File: src/rtl/keypad_scan_debounce.sv
// keypad_scan_debounce
// Matrix keypad scanner: drives one active-low column at a time, reads the
// active-low rows through a two-flop synchroniser, debounces press and
// release, rejects multi-key (ghost) patterns and reports the key as
// col*ROWS + row with a one-cycle key_valid strobe and a key_held level.
// Optional feature macro: KEYPAD_AUTOREPEAT_EN (auto-repeat strobes while a
// key stays held, controlled by REPEAT_DELAY and REPEAT_PERIOD).
module keypad_scan_debounce #(
    parameter int ROWS            = 4,
    parameter int COLS            = 4,
    parameter int SETTLE_CYCLES   = 16,
    parameter int DEBOUNCE_CYCLES = 500000,
`ifdef KEYPAD_AUTOREPEAT_EN
    parameter int REPEAT_DELAY    = 25000000,
    parameter int REPEAT_PERIOD   = 5000000,
`endif
    localparam int CODE_W         = $clog2(ROWS * COLS)
) (
    input  logic              clk,
    input  logic              rst_n,
    input  logic [ROWS-1:0]   row_in,
    output logic [COLS-1:0]   col_out,
    output logic [CODE_W-1:0] key_code,
    output logic              key_valid,
    output logic              key_held
);

    // The synchroniser adds two cycles between a column change and the
    // moment rs reflects it, so the scan sample point is pushed out by that
    // depth; otherwise a column would be judged on the previous drive.
    localparam int SYNC_STAGES = 2;
    localparam int SCAN_LAST   = SETTLE_CYCLES - 1 + SYNC_STAGES;
    localparam int SET_W       = $clog2(SCAN_LAST + 1);
    localparam int DB_W        = $clog2(DEBOUNCE_CYCLES + 1);
    localparam int COL_W       = $clog2(COLS);
    localparam int ROW_W       = $clog2(ROWS);

    localparam logic [SET_W-1:0] SET_MAX  = SET_W'(SCAN_LAST);
    localparam logic [DB_W-1:0]  DB_MAX   = DB_W'(DEBOUNCE_CYCLES);
    localparam logic [COL_W-1:0] COL_LAST = COL_W'(COLS - 1);

`ifdef KEYPAD_AUTOREPEAT_EN
    localparam int RPT_MAX = (REPEAT_DELAY > REPEAT_PERIOD) ? REPEAT_DELAY : REPEAT_PERIOD;
    localparam int RPT_W   = $clog2(RPT_MAX + 1);
    localparam logic [RPT_W-1:0] RPT_DELAY_C  = RPT_W'(REPEAT_DELAY);
    localparam logic [RPT_W-1:0] RPT_PERIOD_C = RPT_W'(REPEAT_PERIOD);
    localparam logic [RPT_W-1:0] RPT_SAT      = RPT_W'(RPT_MAX);
`endif

    typedef enum logic [2:0] {
        S_IDLE,
        S_SCAN,
        S_PRESS_DB,
        S_HELD,
        S_REL_DB
    } state_t;

    // ------------------------------------------------------------------
    // Row synchroniser
    // ------------------------------------------------------------------
    logic [ROWS-1:0] sync1_q;
    logic [ROWS-1:0] rs_q;

    // Two-flop synchroniser; resets to "no key" since the rows are pulled up.
    // NOTE: clocked state uses non-blocking (<=) so every flop samples the
    // pre-edge value of its neighbours, exactly like real registers.
    always_ff @(posedge clk or negedge rst_n) begin
        if (!rst_n) begin
            sync1_q <= '1;
            rs_q    <= '1;
        end else begin
            sync1_q <= row_in;
            rs_q    <= sync1_q;
        end
    end

    // ------------------------------------------------------------------
    // Row pattern classification
    // ------------------------------------------------------------------
    logic             rs_none;
    logic             rs_single;
    logic [ROW_W-1:0] rs_row;

    // Classify rs as none / single / multi and locate the low row.
    // NOTE: every always_comb output gets a default first so no path can
    // leave it unassigned and infer a latch.
    always_comb begin
        rs_none   = (rs_q == '1);
        rs_single = ($countones(~rs_q) == 1);
        rs_row    = '0;
        for (int i = 0; i < ROWS; i++) begin
            if (!rs_q[i]) begin
                rs_row = ROW_W'(i);
            end
        end
    end

    // ------------------------------------------------------------------
    // Scan / debounce FSM
    // ------------------------------------------------------------------
    state_t            state_q,     state_d;
    logic [COL_W-1:0]  col_q,       col_d;
    logic [ROW_W-1:0]  row_q,       row_d;
    logic [ROWS-1:0]   pat_q,       pat_d;
    logic [SET_W-1:0]  set_cnt_q,   set_cnt_d;
    logic [DB_W-1:0]   db_cnt_q,    db_cnt_d;
    logic [DB_W-1:0]   db_inc;
    logic [COLS-1:0]   col_out_q,   col_out_d;
    logic [CODE_W-1:0] key_code_q,  key_code_d;
    logic              key_valid_q, key_valid_d;
    logic              key_held_q,  key_held_d;
`ifdef KEYPAD_AUTOREPEAT_EN
    logic [RPT_W-1:0]  rpt_cnt_q,   rpt_cnt_d;
    logic [RPT_W-1:0]  rpt_inc;
    logic              rpt_first_q, rpt_first_d;
`endif

    // Next-state and next-output logic for the scan/debounce sequence.
    always_comb begin
        state_d     = state_q;
        col_d       = col_q;
        row_d       = row_q;
        pat_d       = pat_q;
        set_cnt_d   = set_cnt_q;
        db_cnt_d    = db_cnt_q;
        key_code_d  = key_code_q;
        key_valid_d = 1'b0;
        key_held_d  = key_held_q;
        db_inc      = (db_cnt_q == DB_MAX) ? db_cnt_q : db_cnt_q + 1'b1;
`ifdef KEYPAD_AUTOREPEAT_EN
        rpt_cnt_d   = rpt_cnt_q;
        rpt_first_d = rpt_first_q;
        rpt_inc     = (rpt_cnt_q == RPT_SAT) ? rpt_cnt_q : rpt_cnt_q + 1'b1;
`endif

        unique case (state_q)
            S_IDLE: begin
                if (!rs_none) begin
                    state_d   = S_SCAN;
                    col_d     = '0;
                    set_cnt_d = '0;
                end
            end

            S_SCAN: begin
                if (set_cnt_q == SET_MAX) begin
                    if (rs_single) begin
                        row_d    = rs_row;
                        pat_d    = rs_q;
                        db_cnt_d = '0;
                        state_d  = S_PRESS_DB;
                    end else if (col_q == COL_LAST) begin
                        state_d = S_IDLE;
                    end else begin
                        col_d     = col_q + 1'b1;
                        set_cnt_d = '0;
                    end
                end else begin
                    set_cnt_d = set_cnt_q + 1'b1;
                end
            end

            S_PRESS_DB: begin
                if (rs_q != pat_q) begin
                    state_d  = S_IDLE;
                    db_cnt_d = '0;
                end else if (db_inc == DB_MAX) begin
                    state_d     = S_HELD;
                    db_cnt_d    = '0;
                    key_code_d  = CODE_W'(col_q) * CODE_W'(ROWS) + CODE_W'(row_q);
                    key_valid_d = 1'b1;
                    key_held_d  = 1'b1;
`ifdef KEYPAD_AUTOREPEAT_EN
                    rpt_cnt_d   = '0;
                    rpt_first_d = 1'b0;
`endif
                end else begin
                    db_cnt_d = db_inc;
                end
            end

            S_HELD: begin
                if (rs_none) begin
                    state_d  = S_REL_DB;
                    db_cnt_d = '0;
`ifdef KEYPAD_AUTOREPEAT_EN
                    rpt_cnt_d   = '0;
                    rpt_first_d = 1'b0;
                end else if (!rpt_first_q) begin
                    if (rpt_inc == RPT_DELAY_C) begin
                        key_valid_d = 1'b1;
                        rpt_cnt_d   = '0;
                        rpt_first_d = 1'b1;
                    end else begin
                        rpt_cnt_d = rpt_inc;
                    end
                end else begin
                    if (rpt_inc == RPT_PERIOD_C) begin
                        key_valid_d = 1'b1;
                        rpt_cnt_d   = '0;
                    end else begin
                        rpt_cnt_d = rpt_inc;
                    end
`endif
                end
            end

            S_REL_DB: begin
                if (!rs_none) begin
                    // Release bounce: back to held without a new event.
                    state_d  = S_HELD;
                    db_cnt_d = '0;
`ifdef KEYPAD_AUTOREPEAT_EN
                    rpt_cnt_d   = '0;
                    rpt_first_d = 1'b0;
`endif
                end else if (db_inc == DB_MAX) begin
                    state_d    = S_IDLE;
                    db_cnt_d   = '0;
                    key_held_d = 1'b0;
                end else begin
                    db_cnt_d = db_inc;
                end
            end

            default: begin
                state_d = S_IDLE;
            end
        endcase

        col_out_d = (state_d == S_IDLE) ? '0 : ~(COLS'(1) << col_d);
    end

    // FSM state, counters and registered outputs.
    always_ff @(posedge clk or negedge rst_n) begin
        if (!rst_n) begin
            state_q     <= S_IDLE;
            col_q       <= '0;
            row_q       <= '0;
            pat_q       <= '1;
            set_cnt_q   <= '0;
            db_cnt_q    <= '0;
            col_out_q   <= '0;
            key_code_q  <= '0;
            key_valid_q <= 1'b0;
            key_held_q  <= 1'b0;
`ifdef KEYPAD_AUTOREPEAT_EN
            rpt_cnt_q   <= '0;
            rpt_first_q <= 1'b0;
`endif
        end else begin
            state_q     <= state_d;
            col_q       <= col_d;
            row_q       <= row_d;
            pat_q       <= pat_d;
            set_cnt_q   <= set_cnt_d;
            db_cnt_q    <= db_cnt_d;
            col_out_q   <= col_out_d;
            key_code_q  <= key_code_d;
            key_valid_q <= key_valid_d;
            key_held_q  <= key_held_d;
`ifdef KEYPAD_AUTOREPEAT_EN
            rpt_cnt_q   <= rpt_cnt_d;
            rpt_first_q <= rpt_first_d;
`endif
        end
    end

    assign col_out   = col_out_q;
    assign key_code  = key_code_q;
    assign key_valid = key_valid_q;
    assign key_held  = key_held_q;

endmodule

File: config.mk
export PLATFORM = sky130hd
export DESIGN_NAME = keypad_scan_debounce
export DESIGN_NICKNAME = d
export VERILOG_FILES = /design/src/rtl/keypad_scan_debounce.sv
export SDC_FILE = /design/constraint.sdc
export NUM_CORES = 1
export LEC_CHECK = 0
export BUFFER_PORTS_ARGS = -buffer_cell sky130_fd_sc_hd__buf_2
export CAP_MARGIN = 40
export CORE_UTILIZATION = 40
export DETAILED_ROUTE_END_ITERATION = 10
export HOLD_SLACK_MARGIN = 0.02
export SYNTH_ARGS = -nofsm -noshare
export SYNTH_HDL_FRONTEND = slang
export SYNTH_SLANG_ARGS = --single-unit
File: constraint.sdc
create_clock -name clk -period 7.7 [get_ports clk]
set_input_delay 1.54 -clock clk [delete_from_list [all_inputs] [get_ports clk]]
set_output_delay 1.54 -clock clk [all_outputs]
set_load 0.01 [all_outputs]
==> metrics.yaml, run 1 <==
outcome:
  status: "completed"
global_route:
  grt_start_max_net_pins: 54
  grt_use_total_pct: 16.6
  grt-ovfl-total: 0
  grt_pass1_vias: 2057
  antenna_found_initial: 0
  grt_pass1_wl_um: 9960
timing:
  hold_viol: 0
  setup_viol: 0
  slew_headroom_pct: 48.7
  period_share_pct: 40.8
  timing.hold.ws_ns: 0.361
  rsz0062_at_grt: "no"
  tns_ns: 0
  slew_violations: 0
  fin_crit_ns: 3.14
  fmax_mhz: 318
  setup_ws_ns: 4.56
  worst_slew_pin_slew_ns: 0.765
  skew_ns: 0.00462
synth:
  synthCells: 307
  yosys_warnings: 0
  synth_area_mm2: 0.00297
  avgSynthCellArea_um2: 9.67
  ys_async_sr_fraction_pct: 100
  syn_nets: 321
  ys_seq_area_share_pct: 45.2
  synth_ff_type: "dfrtp_1"
  synth-edff-count: 0
  ys_types: 58
  ys_ff_latch: 53
placed_design:
  port_buffers: 15
  dp_slack_ns: 4.61
  dp_cells: 406
  dpl.hpwl_um: 4180
  gp_congestion: 0.848
floorplan:
  die-width_um: 88.1
  die_y_um: 88.1
  io_pins: 16
  rows: 31
  die_area_mm2: 0.00777
  initial_core_util_pct: 41.1
  core-area_mm2: 0.00721
cts:
  cts-hold-fix-buffers: 0
  cts_sinks: 53
  htreeDepth: 2
  clock-root-buffer: "clkbuf_8"
  cts_resized: 0
  numCtsBuffers: 5
  post-cts-setup-buffers: 0
  path_clk_slew_ns: 0.10
  cts_tree: "done"
  clock_latency_ns: 0.31
  cts_buffer_depth: 2
power_and_ir_drop:
  power.share.clock_pct: 26.9
  peakVddDrop_v: 0.0000775
  p_leak_nw: 1.42
  p_comb_share_pct: 20.2
  pwr_density_cell_mw_per_mm2: 206
  seqPwrFrac_pct: 52.9
  power.total_mw: 0.661
  internal-power_mw: 0.467
  p_switching_mw: 0.195
  switching_share_pct: 29.4
cells_and_area:
  multi_input_area_mm2: 0.00150
  seq_area_mm2: 0.00134
  num_antenna_cells: 0
  fin_nets: 328
  drive_gt1_share_pct: 17.1
  fin_cells: 414
  fill_cells: 716
  syn_to_final_growth_pct: 7.97
setup_path:
  path_max_fanout: 7
  arrival_ns: 3.35
  required_ns: 7.90
  rrSetupSlack_ns: 4.56
  setup.worst_path.class: "register to register"
  startpoint_type: "register"
  endpoint_kind: "register"
drt:
  drt_pass1_iterations: 5
  via_count: 2233
  wl_um: 5870
  wire_per_inst_um: 14.2
  viasPerCell: 5.39
  drt_iter0_drc: 143
  ant_nets: 0
  drc: 0
run:
  drv_cap: 0
hold_path:
  hp-class: "register to register"
[cells in the mapped netlist (3+ instances only)]
library cell / count / area, um^2
clkbuf_1: 12 / 45.0
dfrtp_1: 41 / 1030
a211oi_1: 3 / 22.5
nand2_1: 27 / 101
mux2_4: 4 / 60.1
xnor2_1: 7 / 61.3
a21oi_1: 11 / 55.1
mux2_2: 5 / 56.3
nand4_1: 6 / 37.5
o31ai_1: 6 / 45.0
nand2b_1: 3 / 18.8
o21a_1: 3 / 22.5
nor2_1: 25 / 93.8
and2_1: 3 / 18.8
o21ai_0: 20 / 100
a21o_1: 5 / 37.5
a31oi_1: 3 / 18.8
nor4bb_1: 3 / 30.0
a22o_1: 3 / 26.3
nor3_1: 8 / 40.0
nor3b_1: 6 / 45.0
dfstp_2: 12 / 315
xor2_1: 3 / 26.3
ha_1: 7 / 87.6
inv_1: 11 / 41.3
o22ai_1: 3 / 18.8
and4_1: 3 / 26.3
nand3_1: 17 / 85.1
and3_1: 9 / 56.3
[worst paths after layout]
kind                            start           end  cells past startpoint
max                           rs_q[3]    col_out[2]                     10
min                        sync1_q[0]       rs_q[0]                      0
max reg2reg                   rs_q[3]    col_out[2]                     10
min reg2reg                sync1_q[0]       rs_q[0]                      0
max in group asynchronous       rst_n   db_cnt_q[4]                      2
min in group asynchronous       rst_n  set_cnt_q[3]                      2
[logic make-up (layout without fill, tap and decap cells)]
kind of cell               after synthesis  count (layout)  synth area share [%]
buffers and inverters                   28              36                  4.26
and+or+nand+nor                        124             124                  23.2
adders and majority gates                8               8                  3.63
xor gates and xnor gates                10              10                  2.95
DFF                                     53              53                  45.2
AOI/OAI and AO/OA                       74              74                  16.5
muxes                                   10              10                  4.26
[per-stage QoR]
stage / area, um^2 / utilization [%]
3_5_place_dp: 3100 / 42.9
3_3_place_gp: 3100 / 42.9
2_1_floorplan: 2970 / -
6_report: 3200 / 44.4
4_1_cts: 3200 / 44.4
5_1_grt: 3200 / 44.4
[sequential cells by signal, indices dropped and copies added, names as in the netlist]
name	flops
rs_q	4
key_held	1
set_cnt_q	5
key_code	4
pat_q	4
state_q	3
key_valid	1
row_q	2
col_out	4
col_q	2
db_cnt_q	19
sync1_q	4
[area by class of cell]
type                    instances  area share [%]
clock inverters                 2           0.430
clock buffers                   6            2.93
multi-input cells             226            46.8
inverters                      11            1.29
flip-flops and latches         53            41.9
well taps                      99            3.87
repair buffers                 17            2.81
[per-layer routing]
| layer | track usage, % | wire, um | up-vias |
|---|---|---|---|
| met1 | 23.3 | 3060 | 1074 |
| li1 | - | - | 1124 |
| met3 | 3.39 | 134 | 7 |
| met4 | 5.43 | 74 | 0 |
| met5 | 0 | 0 | - |
| met2 | 25.8 | 2610 | 28 |
[layout by cell type, fill, tap and decap left out, drive strengths merged, types with 6 or more instances in the layout]
cell type and instances:
dfrtp 41, nand2 27, nor2 25, o21ai 21, nand3 17, buf 17
dfstp 12, inv 12, a21oi 11, and3 9, nor3 9, mux2 9
xnor2 7, ha 7, nand4 6, nor3b 6, o31ai 6, clkbuf 6
[critical path, cell delays in order (launching register included)]
cell and delay, ns:
dfstp_2 0.60, fa_1 0.42, inv_1 0.06, ha_1 0.13, ha_1 0.22, nor3b_1 0.43
o21ai_0 0.24, o21ai_0 0.21, nor4bb_1 0.30, o31a_1 0.25, o21ba_2 0.17
[power groups by stage]
stage                     sequential (mW)  combinational, mW  clock, mW
after floorplan                     0.347              0.107          0
after CTS                           0.350              0.135      0.187
after global placement              0.354              0.132          0
final                               0.350              0.134      0.178
after detailed placement            0.355              0.134          0
after global routing                0.355              0.156      0.199
Power figures use the tool's default switching activity.
==> run 2, diff against run 1 <==
--- a/config.mk
+++ b/config.mk
@@ -5,6 +5,7 @@
 export SDC_FILE = /design/constraint.sdc
 export NUM_CORES = 1
 export LEC_CHECK = 0
+export ABC_AREA = 1
 export BUFFER_PORTS_ARGS = -buffer_cell sky130_fd_sc_hd__buf_2
 export CAP_MARGIN = 40
 export CORE_UTILIZATION = 40
==> constraint.sdc (replaced) <==
create_clock -name clk -period 2.9 [get_ports clk]
set_input_delay 0.58 -clock clk [delete_from_list [all_inputs] [get_ports clk]]
set_output_delay 0.58 -clock clk [all_outputs]
set_load 0.01 [all_outputs]
==> run 2 against run 1 <==
Core utilization is 2.8 points higher. Clock power grew to 2.6 times the previous value. Final area is 2.3% higher. Via count is 9.1% higher. Critical path type unchanged.
==> metrics.yaml, run 2 <==
outcome:
  status: "completed"
global_route:
  antenna_found_initial: 0
  grt_pass1_wl_um: 10600
  grt_use_total_pct: 17.9
  grt_start_max_net_pins: 29
  grt-ovfl-total: 0
  grt_pass1_vias: 2319
synth:
  synth_top_area_cell: "dfrtp_1"
  yosys_warnings: 0
  synth_area_mm2: 0.00295
  synth_top_area_share_pct: 34.8
  ys_async_sr_fraction_pct: 100
  synth_commonest_cells: "nand2_1 (82), inv_1 (63), nor2_1 (42)"
  synthCells: 379
  synth_ff_type: "dfrtp_1"
  synth_area_leaders: "dfrtp_1 (35%), dfstp_2 (11%), nand2_1 (10%)"
  avgSynthCellArea_um2: 7.79
  syn_nets: 393
  ys_ff_latch: 53
  ys_types: 28
  ys_seq_area_share_pct: 45.4
  synth_most_common_cell: "nand2_1"
  synth-edff-count: 0
cts:
  clock_latency_ns: 0.32
  cts_tree: "done"
  clock-root-buffer: "clkbuf_8"
  path_clk_slew_ns: 0.11
  cts_buffer_depth: 2
  htreeDepth: 2
  cts_sinks: 53
  numCtsBuffers: 5
drt:
  ant_nets: 0
  viasPerCell: 4.87
  wire_per_inst_um: 12.2
  drt_iter0_drc: 74
  drt_pass1_iterations: 4
  wl_um: 6120
  via_count: 2437
  drc: 0
floorplan:
  initial_core_util_pct: 42.5
  rows: 30
  core-area_mm2: 0.00694
  die_area_mm2: 0.00773
  die_y_um: 87.9
  io_pins: 16
  die-width_um: 87.9
timing:
  rsz0062_at_grt: "no"
  setup_ws_ns: 0.264
  fin_crit_ns: 2.64
  period_share_pct: 90.9
  fmax_mhz: 379
  slew_violations: 0
  setup_viol: 0
  slew_headroom_pct: 54.2
  hold_viol: 0
  worst_slew_pin_slew_ns: 0.687
  timing.hold.ws_ns: 0.290
  skew_ns: 0.00604
  tns_ns: 0
power_and_ir_drop:
  p_leak_nw: 1.54
  internal-power_mw: 1.14
  p_comb_share_pct: 21.8
  pwr_density_cell_mw_per_mm2: 525
  power.share.clock_pct: 27.1
  switching_share_pct: 33.7
  seqPwrFrac_pct: 51.1
  p_switching_mw: 0.580
  peakVddDrop_v: 0.000321
placed_design:
  dpl.hpwl_um: 4610
  gp_congestion: 0.843
  port_buffers: 15
  dp_slack_ns: 0.121
cells_and_area:
  multi_input_area_mm2: 0.00136
  layout_common_cells: "nand2_1 (82), inv_1 (62), nor2_1 (41), dfrtp_1 (41), nand3_1 (26)"
  final_common_cell: "nand2_1"
  fill_cells: 680
  reg.largest.list: "db_cnt_q: 19 flops, set_cnt_q: 5 flops"
  largest-register: "db_cnt_q"
  drive_gt1_share_pct: 15.3
  num_antenna_cells: 0
  fin_nets: 417
  syn_to_final_growth_pct: 11.1
  largest_reg_flops: 19
  seq_area_mm2: 0.00134
run:
  drv_cap: 0
setup_path:
  setup.worst_path.class: "register to register"
  startpoint_type: "register"
  arrival_ns: 2.82
  required_ns: 3.09
  path_max_fanout: 5
  rrSetupSlack_ns: 0.26
  endpoint_kind: "register"
hold_path:
  hp-class: "primary input to async pin"
## run 2: cell types whose count changed in the layout (fill, tap and decap cells not counted), sizes merged, moves of 9 or more
cell and delta:
and3 -9, inv +53, mux2 -9, nand2 +60, nand3 +12, nor2 +27, o21ai +10, xor2 +10
## run 2: cell type report
class                   count  area share, %
clock inverters             3          0.878
inverters                  64           7.33
well taps                  96           3.66
repair buffers             19           3.59
flip-flops and latches     53           40.9
multi-input cells         260           41.5
clock buffers               5           2.10
## run 2: repair_timing
action                     CTS  global route
hold buffers                 0             0
setup endpoints to repair    0             7
resized for setup            0             2
setup buffers                0             1
## run 2: stage by stage
step / area, um^2 / std cells / power [mW] / utilization (%)
floorplan: 2950 / 379 / 1.14 / -
global placement: 3170 / 491 / 1.27 / 45.7
detailed placement: 3170 / 491 / 1.27 / 45.7
CTS: 3270 / 499 / 1.74 / 47.1
finish: 3280 / 500 / 1.72 / 47.2
global route: 3280 / 500 / 1.83 / 47.2
## run 2: power groups by stage
stage	logic, mW	clock network [mW]	registers, mW
after floorplan	0.250	0	0.895
after global placement	0.375	0	0.895
after detailed placement	0.376	0	0.895
after CTS	0.376	0.479	0.882
after global routing	0.434	0.505	0.890
final	0.375	0.466	0.880
## run 2: final timing paths
kind,from,to,depth (start not counted)
min in group clk,row_in[2],sync1_q[2],1
worst max register to register,rs_q[1],col_out[2],12
worst min-delay path,rst_n,db_cnt_q[12],1
worst min register to register,sync1_q[3],rs_q[3],0
worst max-delay path,rs_q[1],col_out[2],12
max in group asynchronous,rst_n,pat_q[3],2
## run 2: critical path: stages (launching register included)
cell and delay [ns]:
dfstp_2 0.59, fa_1 0.42, inv_1 0.07, ha_1 0.13
ha_1 0.22, nor2_1 0.10, nand2_1 0.08, nor2_2 0.13
nor2_1 0.08, nand3_1 0.10, nand2_1 0.06, nor3_1 0.39
a21oi_1 0.14
## run 2: kinds of logic (layout without fill, tap and decap cells)
| family | count (synthesis) | count (layout) | share of synthesized area, % |
|---|---|---|---|
| buffers and inverters | 66 | 91 | 8.48 |
| AND/OR/NAND/NOR | 188 | 188 | 29.2 |
| flip-flops | 53 | 53 | 45.4 |
| XOR/XNOR | 14 | 14 | 4.15 |
| AO/OA/AOI/OAI | 50 | 50 | 9.07 |
| adder cells (fa/ha/maj) | 8 | 8 | 3.65 |
## run 2: metal layers
metal  vias up  global-route usage, %  share of wire [%]
met4         0                   4.92                1.1
met2        37                   30.7                 50
met3         6                   3.11                3.5
met5         -                      0                  0
li1       1249                      -                  -
met1      1145                   23.1                 46
==> run 3, diff against run 2 <==
--- a/config.mk
+++ b/config.mk
@@ -5,8 +5,8 @@
 export SDC_FILE = /design/constraint.sdc
 export NUM_CORES = 1
 export LEC_CHECK = 0
-export ABC_AREA = 1
-export BUFFER_PORTS_ARGS = -buffer_cell sky130_fd_sc_hd__buf_2
+export ABC_AREA = 0
+export BUFFER_PORTS_ARGS = -buffer_cell sky130_fd_sc_hd__buf_4
 export CAP_MARGIN = 40
 export CORE_UTILIZATION = 40
 export DETAILED_ROUTE_END_ITERATION = 10
==> run 3 against run 2 <==
Via count fell by 3.9%. Setup slack got worse by 0.16 ns. Power rose by 4.4%. Clock power fell by 3%. Fmax fell by 5.7%. Final cell count fell by 11%. First-iteration DRC count rose by 24%.
==> metrics.yaml, run 3 (synthesis results as in run 1) <==
cells_and_area:
  fin_nets: 358
  layout_common_cells: "buf_4 (46), dfrtp_1 (41), nand2_1 (27)"
  finish.utilization_pct: 48.5
  reg.largest.list: "db_cnt_q: 19 flops, set_cnt_q: 5 flops"
  num_antenna_cells: 0
  seq_area_mm2: 0.00134
  fin_cells: 444
  largest_reg_flops: 19
  largest-register: "db_cnt_q"
  final_common_cell: "buf_4"
  syn_to_final_growth_pct: 17.9
  drive_gt1_share_pct: 26.4
  multi_input_area_mm2: 0.00153
  fill_cells: 717
cts:
  cts_buffer_depth: 2
  cts_sinks: 53
  cts_tree: "done"
  clock_latency_ns: 0.32
  path_clk_slew_ns: 0.11
  clock-root-buffer: "clkbuf_8"
  htreeDepth: 2
  numCtsBuffers: 5
timing:
  setup_viol: 0
  slew_headroom_pct: 46.1
  hold_viol: 0
  worst_slew_pin_slew_ns: 0.803
  fin_crit_ns: 2.80
  slew_violations: 0
  skew_ns: 0.00984
  period_share_pct: 96.4
  fmax_mhz: 358
  rsz0062_at_grt: "yes"
global_route:
  grt_pass1_vias: 2205
  antenna_found_initial: 0
  grt_pass1_wl_um: 10400
  grt-ovfl-total: 0
  grt_start_max_net_pins: 54
  grt_use_total_pct: 17.2
drt:
  drc: 0
  drt_iter0_drc: 92
  ant_nets: 0
  drt_pass1_iterations: 4
  viasPerCell: 5.28
  via_count: 2343
  wl_um: 6200
  wire_per_inst_um: 14.0
setup_path:
  cp_slowest_cell: "or4b_4"
  path_max_fanout: 6
  critical_path_buf_inv_count: 1
  critical-path-top-delay-family: "simple AND/OR/NAND/NOR gates"
  setup.worst_path.class: "register to register"
  crit_chain: "or4b_4 > nor4_4 > and4_1 > o211ai_1 > nor4bb_2 > buf_4 > and2b_4 > mux2_4"
  arrival_ns: 3.00
  critPathMaxStageDelay_ns: 0.56
  endpoint_kind: "register"
  required_ns: 3.11
  startpoint_type: "register"
power_and_ir_drop:
  internal-power_mw: 1.24
  power.share.clock_pct: 25.1
  seqPwrFrac_pct: 51.6
  p_comb_share_pct: 23.3
  power.total_mw: 1.80
  switching_share_pct: 30.8
  p_switching_mw: 0.553
  peakVddDrop_v: 0.000257
  p_leak_nw: 1.58
  pwr_density_cell_mw_per_mm2: 514
placed_design:
  port_buffers: 15
  dpl.hpwl_um: 4450
  dp_cells: 434
  gp_congestion: 0.847
hold_path:
  hp-class: "primary input to async pin"
outcome:
  status: "completed"
floorplan:
  initial_core_util_pct: 41.1
  die_area_mm2: 0.00777
  io_pins: 16
  die_y_um: 88.1
  core-area_mm2: 0.00721
  rows: 31
  die-width_um: 88.1
run:
  drv_cap: 0
-- run 3: worst reg2reg max path, delay by kind of cell (launching register included) --
kind	cells	cell delay, ns
flip-flops	1	0.40
buffers and inverters	1	0.19
multiplexers	1	0.31
AO/OA/AOI/OAI	1	0.11
AND/OR/NAND/NOR	5	1.68
-- run 3: repair_timing --
action / 4_1_cts / 5_1_grt
hold buffers: 0 / 0
resized for setup: 4 / 6
pin swaps: 1 / 3
buffers inserted: 0 / 2
setup endpoints to repair: 9 / 17
-- run 3: final timing paths --
kind	startpoint	end	slack (ns)	depth (start not counted)
min in group clk	row_in[2]	sync1_q[2]	0.36	1
worst max-delay path	db_cnt_q[4]	key_code[1]	0.10	8
max in group asynchronous	rst_n	db_cnt_q[11]	2.19	1
worst max register to register	db_cnt_q[4]	key_code[1]	0.10	8
worst min-delay path	rst_n	row_q[1]	0.29	1
worst min register to register	sync1_q[1]	rs_q[1]	0.36	0
-- run 3: final cells by class --
cell class	instances	area share, %
clock buffers	5	1.97
well taps	99	3.54
repair buffers	47	10.4
clock inverters	3	0.823
inverters	11	1.18
flip-flops and latches	53	38.3
multi-input cells	226	43.7
-- run 3: power groups by stage --
stage / sequential (mW) / combinational [mW] / clock, mW
global placement: 0.938 / 0.400 / 0
detailed placement: 0.941 / 0.410 / 0
finish: 0.926 / 0.419 / 0.451
floorplan: 0.920 / 0.284 / 0
CTS: 0.927 / 0.417 / 0.474
global route: 0.941 / 0.476 / 0.503
-- run 3: layer usage --
| metal | share of wire [%] | up-vias | wire length (um) | track usage [%] |
|---|---|---|---|---|
| met5 | 0 | - | 0 | 0 |
| met4 | 1.1 | 0 | 68 | 4.69 |
| met3 | 3.6 | 6 | 223 | 3.39 |
| met2 | 45 | 44 | 2800 | 27.3 |
| met1 | 50 | 1105 | 3110 | 24.0 |
| li1 | - | 1188 | - | - |
-- run 3: per-stage QoR --
step                cell area [um^2]  setup TNS, ns  setup WS, ns  hold WS, ns
floorplan                       2970              0        0.0764        0.284
global placement                3360         -0.172        -0.107        0.346
detailed placement              3360         -0.250        -0.118        0.347
CTS                             3470              0        0.0215        0.311
global route                    3500        -0.0272       -0.0166        0.329
finish                          3500              0         0.105        0.289
